$ cat src/rtl/alu16_arbiter_if.sv
// alu16_arbiter_if
//   Requester-side bus of the shared-ALU arbiter. Carries both requesters'
//   handshakes and operands plus the shared registered result fields.
//
//   Signals:
//     req0/req1      request, held high until the matching gnt
//     a0/a1, b0/b1   operands (b is also the shift amount)
//     op0/op1        opcode
//     gnt0/gnt1      one-cycle grant pulse, operands sampled that cycle
//     done0/done1    one-cycle completion pulse for the winning requester
//     result         registered ALU result, held between operations
//     ovfl/zero/err  registered overflow, zero and illegal-opcode flags
//     busy           arbiter is executing or completing an operation
//
//   Modports:
//     master  requester side (drives req/operands, observes the rest)
//     slave   arbiter side
interface alu16_arbiter_if #(
  parameter int WIDTH = 16,
  parameter int OPW   = 3
);
  logic             req0;
  logic [WIDTH-1:0] a0;
  logic [WIDTH-1:0] b0;
  logic [OPW-1:0]   op0;
  logic             gnt0;
  logic             done0;

  logic             req1;
  logic [WIDTH-1:0] a1;
  logic [WIDTH-1:0] b1;
  logic [OPW-1:0]   op1;
  logic             gnt1;
  logic             done1;

  logic [WIDTH-1:0] result;
  logic             ovfl;
  logic             zero;
  logic             err;
  logic             busy;

  modport master (
    output req0, a0, b0, op0,
    output req1, a1, b1, op1,
    input  gnt0, done0, gnt1, done1,
    input  result, ovfl, zero, err, busy
  );

  modport slave (
    input  req0, a0, b0, op0,
    input  req1, a1, b1, op1,
    output gnt0, done0, gnt1, done1,
    output result, ovfl, zero, err, busy
  );
endinterface

$ cat src/rtl/alu16_arbiter.sv
// alu16_arbiter
//   Shares one combinational ALU between two requesters. A round-robin
//   pointer picks the winner when both request; the winner's operands are
//   registered and presented to the ALU for one EXEC cycle, the ALU outputs
//   are captured at the end of EXEC, and a one-cycle done pulse is raised
//   for the winner in DONE. Grant in cycle N gives done in cycle N+2.
//
//   Ports:
//     clk                 rising-edge clock
//     reset               synchronous, active-high reset
//     bus (slave)         requester handshakes, operands and result fields
//     alu_a/alu_b/alu_op  operands to the external ALU (registered, held)
//     alu_r               ALU result
//     alu_ovfl/alu_zero   ALU flags
//
//   Optional feature (macro ALU_ARB_STATS_EN):
//     cnt0/cnt1           16-bit wrapping counts of completed operations
//                         per requester, illegal opcodes included.
module alu16_arbiter #(
  parameter int WIDTH = 16,
  parameter int OPW   = 3
) (
  input  logic             clk,
  input  logic             reset,
  alu16_arbiter_if.slave   bus,
  output logic [WIDTH-1:0] alu_a,
  output logic [WIDTH-1:0] alu_b,
  output logic [OPW-1:0]   alu_op,
  input  logic [WIDTH-1:0] alu_r,
  input  logic             alu_ovfl,
  input  logic             alu_zero
`ifdef ALU_ARB_STATS_EN
  ,
  output logic [15:0]      cnt0,
  output logic [15:0]      cnt1
`endif
);

  typedef enum logic [1:0] {
    IDLE,
    EXEC,
    DONE
  } state_t;

  localparam logic [OPW-1:0] OP_ILLEGAL = '1;

  state_t           state_q;
  logic             prio_q;     // favoured requester when both request
  logic             win_q;      // requester being served
  logic [WIDTH-1:0] a_q;
  logic [WIDTH-1:0] b_q;
  logic [OPW-1:0]   op_q;
  logic [WIDTH-1:0] result_q;
  logic             ovfl_q;
  logic             zero_q;
  logic             err_q;
  logic             busy_q;
  logic             done0_q;
  logic             done1_q;

  logic             gnt0_d;
  logic             gnt1_d;

`ifdef ALU_ARB_STATS_EN
  logic [15:0]      cnt0_q;
  logic [15:0]      cnt1_q;
`endif

  // Grant is combinational so the requester sees it in the cycle its
  // operands are sampled. Requester 0 wins when alone or when favoured;
  // otherwise any request from requester 1 wins. Masked during reset so
  // the reset cycle shows no grant.
  always_comb begin
    gnt0_d = 1'b0;
    gnt1_d = 1'b0;
    if (!reset && (state_q == IDLE)) begin
      if (bus.req0 && (!bus.req1 || !prio_q)) begin
        gnt0_d = 1'b1;
      end else if (bus.req1) begin
        gnt1_d = 1'b1;
      end
    end
  end

  always_ff @(posedge clk) begin
    if (reset) begin
      state_q  <= IDLE;
      prio_q   <= 1'b0;
      win_q    <= 1'b0;
      a_q      <= '0;
      b_q      <= '0;
      op_q     <= '0;
      result_q <= '0;
      ovfl_q   <= 1'b0;
      zero_q   <= 1'b0;
      err_q    <= 1'b0;
      busy_q   <= 1'b0;
      done0_q  <= 1'b0;
      done1_q  <= 1'b0;
`ifdef ALU_ARB_STATS_EN
      cnt0_q   <= '0;
      cnt1_q   <= '0;
`endif
    end else begin
      done0_q <= 1'b0;
      done1_q <= 1'b0;
      case (state_q)
        IDLE: begin
          // Operand registers only load on a grant, so the ALU inputs
          // stay frozen while idle.
          if (gnt0_d || gnt1_d) begin
            win_q   <= gnt1_d;
            a_q     <= gnt1_d ? bus.a1  : bus.a0;
            b_q     <= gnt1_d ? bus.b1  : bus.b0;
            op_q    <= gnt1_d ? bus.op1 : bus.op0;
            busy_q  <= 1'b1;
            state_q <= EXEC;
          end
        end
        EXEC: begin
          if (op_q == OP_ILLEGAL) begin
            result_q <= '0;
            ovfl_q   <= 1'b0;
            zero_q   <= 1'b0;
            err_q    <= 1'b1;
          end else begin
            result_q <= alu_r;
            ovfl_q   <= alu_ovfl;
            zero_q   <= alu_zero;
            err_q    <= 1'b0;
          end
          done0_q <= ~win_q;
          done1_q <= win_q;
          state_q <= DONE;
        end
        DONE: begin
          prio_q  <= ~win_q;
          busy_q  <= 1'b0;
          state_q <= IDLE;
`ifdef ALU_ARB_STATS_EN
          if (win_q) begin
            cnt1_q <= cnt1_q + 16'd1;
          end else begin
            cnt0_q <= cnt0_q + 16'd1;
          end
`endif
        end
        default: begin
          busy_q  <= 1'b0;
          state_q <= IDLE;
        end
      endcase
    end
  end

  assign bus.gnt0   = gnt0_d;
  assign bus.gnt1   = gnt1_d;
  assign bus.done0  = done0_q;
  assign bus.done1  = done1_q;
  assign bus.result = result_q;
  assign bus.ovfl   = ovfl_q;
  assign bus.zero   = zero_q;
  assign bus.err    = err_q;
  assign bus.busy   = busy_q;

  assign alu_a  = a_q;
  assign alu_b  = b_q;
  assign alu_op = op_q;

`ifdef ALU_ARB_STATS_EN
  assign cnt0 = cnt0_q;
  assign cnt1 = cnt1_q;
`endif

endmodule

$ cat src/flat_wrapper.sv
// flat-port wrapper written by rule: the top's interface ports become plain ports
module alu16_arbiter_flat 
#(
  parameter int WIDTH = 16,
  parameter int OPW   = 3
)
  (clk, reset, alu_a, alu_b, alu_op, alu_r, alu_ovfl, alu_zero, bus_req0, bus_a0, bus_b0, bus_op0, bus_req1, bus_a1, bus_b1, bus_op1, bus_gnt0, bus_done0, bus_gnt1, bus_done1, bus_result, bus_ovfl, bus_zero, bus_err, bus_busy);
  alu16_arbiter_if #(.WIDTH(WIDTH), .OPW(OPW)) bus_i ();
  input  logic clk;
  input  logic reset;
  output logic [WIDTH-1:0] alu_a;
  output logic [WIDTH-1:0] alu_b;
  output logic [OPW-1:0] alu_op;
  input  logic [WIDTH-1:0] alu_r;
  input  logic alu_ovfl;
  input  logic alu_zero;
  input wire logic [$bits(bus_i.req0)-1:0] bus_req0;
  input wire logic [$bits(bus_i.a0)-1:0] bus_a0;
  input wire logic [$bits(bus_i.b0)-1:0] bus_b0;
  input wire logic [$bits(bus_i.op0)-1:0] bus_op0;
  input wire logic [$bits(bus_i.req1)-1:0] bus_req1;
  input wire logic [$bits(bus_i.a1)-1:0] bus_a1;
  input wire logic [$bits(bus_i.b1)-1:0] bus_b1;
  input wire logic [$bits(bus_i.op1)-1:0] bus_op1;
  output wire logic [$bits(bus_i.gnt0)-1:0] bus_gnt0;
  output wire logic [$bits(bus_i.done0)-1:0] bus_done0;
  output wire logic [$bits(bus_i.gnt1)-1:0] bus_gnt1;
  output wire logic [$bits(bus_i.done1)-1:0] bus_done1;
  output wire logic [$bits(bus_i.result)-1:0] bus_result;
  output wire logic [$bits(bus_i.ovfl)-1:0] bus_ovfl;
  output wire logic [$bits(bus_i.zero)-1:0] bus_zero;
  output wire logic [$bits(bus_i.err)-1:0] bus_err;
  output wire logic [$bits(bus_i.busy)-1:0] bus_busy;
  assign bus_i.req0 = bus_req0;
  assign bus_i.a0 = bus_a0;
  assign bus_i.b0 = bus_b0;
  assign bus_i.op0 = bus_op0;
  assign bus_i.req1 = bus_req1;
  assign bus_i.a1 = bus_a1;
  assign bus_i.b1 = bus_b1;
  assign bus_i.op1 = bus_op1;
  assign bus_gnt0 = bus_i.gnt0;
  assign bus_done0 = bus_i.done0;
  assign bus_gnt1 = bus_i.gnt1;
  assign bus_done1 = bus_i.done1;
  assign bus_result = bus_i.result;
  assign bus_ovfl = bus_i.ovfl;
  assign bus_zero = bus_i.zero;
  assign bus_err = bus_i.err;
  assign bus_busy = bus_i.busy;
  alu16_arbiter #(.WIDTH(WIDTH), .OPW(OPW)) u_core (.clk(clk), .reset(reset), .bus(bus_i), .alu_a(alu_a), .alu_b(alu_b), .alu_op(alu_op), .alu_r(alu_r), .alu_ovfl(alu_ovfl), .alu_zero(alu_zero));
endmodule
$ cat config.mk
export PLATFORM = sky130hd
export DESIGN_NAME = alu16_arbiter_flat
export DESIGN_NICKNAME = d
export VERILOG_FILES = /design/src/rtl/alu16_arbiter_if.sv /design/src/rtl/alu16_arbiter.sv /design/src/flat_wrapper.sv
export SDC_FILE = /design/constraint.sdc
export NUM_CORES = 1
export LEC_CHECK = 0
export ABC_AREA = 0
export CORE_UTILIZATION = 30
export DETAILED_ROUTE_END_ITERATION = 7
export PLACE_DENSITY = 0.61
export SETUP_SLACK_MARGIN = 0.4
export SYNTH_ARGS = -nofsm -noshare
export SYNTH_HDL_FRONTEND = slang
export SYNTH_SLANG_ARGS = --single-unit
$ cat constraint.sdc
create_clock -name clk -period 1.8 [get_ports clk]
set_input_delay 0.27 -clock clk [delete_from_list [all_inputs] [get_ports clk]]
set_output_delay 0.27 -clock clk [all_outputs]
set_load 0.005 [all_outputs]
==> impl_metrics.tcl <==
set metrics [dict create \
    worstMarginPinSlew_ns 0.640 \
    totalWireLength_mm 9.83 \
    antenna_cells 0 \
    cts_tree "yes" \
    hpwl_mm 6.48 \
    synth_xor_area_frac 0 \
    die_width_um 99.2 \
    io_pins 151 \
    grt_use_total 0.201 \
    peakVddDrop_v 0.000363 \
    place_area_um2 4520 \
    cts_root_buffer "clkbuf_8" \
    dieArea_um2 9830 \
    yosys_warnings 0 \
    hold_viol_final 0 \
    synthCells 327 \
    drt-initial-drc-count 153 \
    place_congestion 0.742 \
    antenna_found_initial 0 \
    clkTransAtPathRegs_ns 0.07 \
    numCtsBuffers 9 \
    final_common_cell "clkdlybuf4s50_1" \
    drive_above_1_share 0.147 \
    syn_area_um2 2830 \
    min_period_ns 1.67 \
    holdWs_ns 0.446 \
    max-cap-violations 0 \
    start_util 0.308 \
    layout.nets 562 \
    dp.cells 566 \
    required_ns 1.53 \
    powerDensity_nw_per_um2 804 \
    routedWlPerCell_um 16.8 \
    cp-end-kind "output pin" \
    dr.pass1.iters 7 \
    grt_pass1_wl_mm 15.8 \
    ctsHoldBuffers 0 \
    cp_max_fo 3 \
    rsz0062_at_grt "yes" \
    via_per_inst 5.48 \
    cp.arrival_ns 1.40 \
    grt.overflow.total 0 \
    post-route-drc-count 0 \
    skew_ns 0.00605 \
    fp.dieH_um 99.2 \
    ff_latch_area_um2 1240 \
    hold_path_class "reg -> reg" \
    area_growth_pct 67.3 \
    max_freq_ghz 0.599 \
    avgSynthCellArea_um2 8.66 \
    max_slew_margin 0.573 \
    yosys_register_bits 61 \
    synth_seq_area_share 0.431 \
    num_vias 3212 \
    io_buffer_count 150 \
    synth.distinct_cells 25 \
    cts.sinks 61 \
    clockBufferDepth 2 \
    synthAdderAreaFrac 0 \
    nFillCells 901 \
    clk-insertion-delay-late_ns 0.32 \
    drv_slew 0 \
    core.rowCount 35 \
    htree_levels 3 \
    synth_nets 419 \
    synth_top_family_by_area "compound AO/OA/AOI/OAI gates" \
    leakagePower_nw 1.86 \
    synth-compound-area-share 0.313 \
    grt_pass1_vias 3207 \
    grt_max_degree 60 \
    path_class "reg -> out" \
    layout_common_cells "clkdlybuf4s50_1 (89), dlygate4sd2_1 (58), a21oi_1 (54), dfxtp_1 (46), o31ai_1 (36)" \
    status "finished clean" \
    multiInputGateArea_um2 1410 \
    core_area_um2 9200 \
    post-route-cell-area_um2 4740 \
    yosys.area_share.simple 0.169 \
    ant_nets 0 \
    synthMuxAreaShare 0 \
    cp-start-kind "flip-flop" \
    min_period_over_period 0.927 \
    setup_viol 0 \
    fin_cells 586 \
]
-- area by class of cell --
type | instances | share of cell area
Clock buffer | 12 | 0.0328
Inverter | 2 | 0.00159
Sequential cell | 61 | 0.262
Multi-Input combinational cell | 218 | 0.297
Clock inverter | 4 | 0.0148
Tap cell | 111 | 0.0293
Timing Repair Buffer | 178 | 0.363
-- synthesized netlist by cell type, drive strengths merged --
cell type / number / area [um^2]
o31ai: 36 / 270
nand3: 19 / 95.1
dfxtp: 61 / 1220
or4: 1 / 7.51
a21o: 1 / 7.51
clkbuf: 29 / 109
a211oi: 3 / 22.5
or3: 1 / 11.3
nor2b: 3 / 18.8
or2: 1 / 6.26
buf: 17 / 129
nor3: 3 / 20.0
nand4: 35 / 219
nand2b: 2 / 12.5
nor2: 4 / 15.0
a21oi: 55 / 279
inv: 2 / 7.51
a311oi: 35 / 307
and2: 1 / 6.26
nand2: 18 / 67.6
-- routing by layer --
| layer | wire length [um] | track usage |
|---|---|---|
| met1 | 4250 | 0.251 |
| met4 | 78 | 0.0690 |
| met3 | 712 | 0.0478 |
| met5 | 0 | 0 |
| met2 | 4790 | 0.342 |
-- kinds of logic (layout without fill, tap and decap cells) --
| kind of cell | Yosys count | after routing |
|---|---|---|
| AO/OA/AOI/OAI | 130 | 130 |
| flip-flops | 61 | 61 |
| buffers and inverters | 48 | 196 |
| AND/OR/NAND/NOR | 88 | 88 |
-- power breakdown --
part | internal (mW) | switching, mW | leakage, nW
clock | 0.852 | 0.516 | 0.116
combinational | 0.487 | 0.425 | 1.24
sequential | 1.47 | 0.0612 | 0.507
total | 2.81 | 1.00 | 1.86
-- flip-flops by register name (all words and copies together), names as in the netlist --
signal,count
u_core.alu_op,3
u_core.state_q,2
u_core.bus.done1,1
u_core.bus.ovfl,1
u_core.alu_b,16
u_core.bus.busy,1
u_core.bus.done0,1
u_core.bus.result,16
u_core.alu_a,16
u_core.bus.err,1
u_core.win_q,1
u_core.bus.zero,1
u_core.prio_q,1
-- timing repair --
action / CTS / global route
resized for setup: 84 / 2
setup buffers: 4 / 0
pin swaps: 1 / 0
setup endpoints to repair: 97 / 44
-- worst max-delay path: stages, from the launching register on --
cell      delay (ns)
dfxtp_1         0.31
or3_4           0.37
buf_6           0.14
a211oi_2        0.12
buf_2           0.14
-- final timing paths --
check | startpoint | end | slack (ns) | depth (start not counted)
hold / removal | u_core.bus.result[5] | u_core.bus.result[5] | 0.45 | 2
hold reg to reg | u_core.bus.result[5] | u_core.bus.result[5] | 0.45 | 2
setup reg to reg | u_core.state_q[0] | u_core.alu_b[13] | 0.19 | 6
setup / recovery | u_core.state_q[0] | bus_gnt0 | 0.13 | 4
-- through the flow --
step / util / TNS (ns) / worst slack, ns / power [mW]
final: 0.515 / 0 / 0.131 / 3.81
after CTS: 0.514 / 0 / 0.113 / 3.85
after global routing: 0.515 / 0 / 0.0717 / 4.01
after global placement: 0.492 / -2.24 / -0.0904 / 2.51
after detailed placement: 0.492 / -4.31 / -0.147 / 2.52
after floorplan: - / 0 / 0.361 / 1.96
Note: power is estimated with default switching activity, not from simulation.
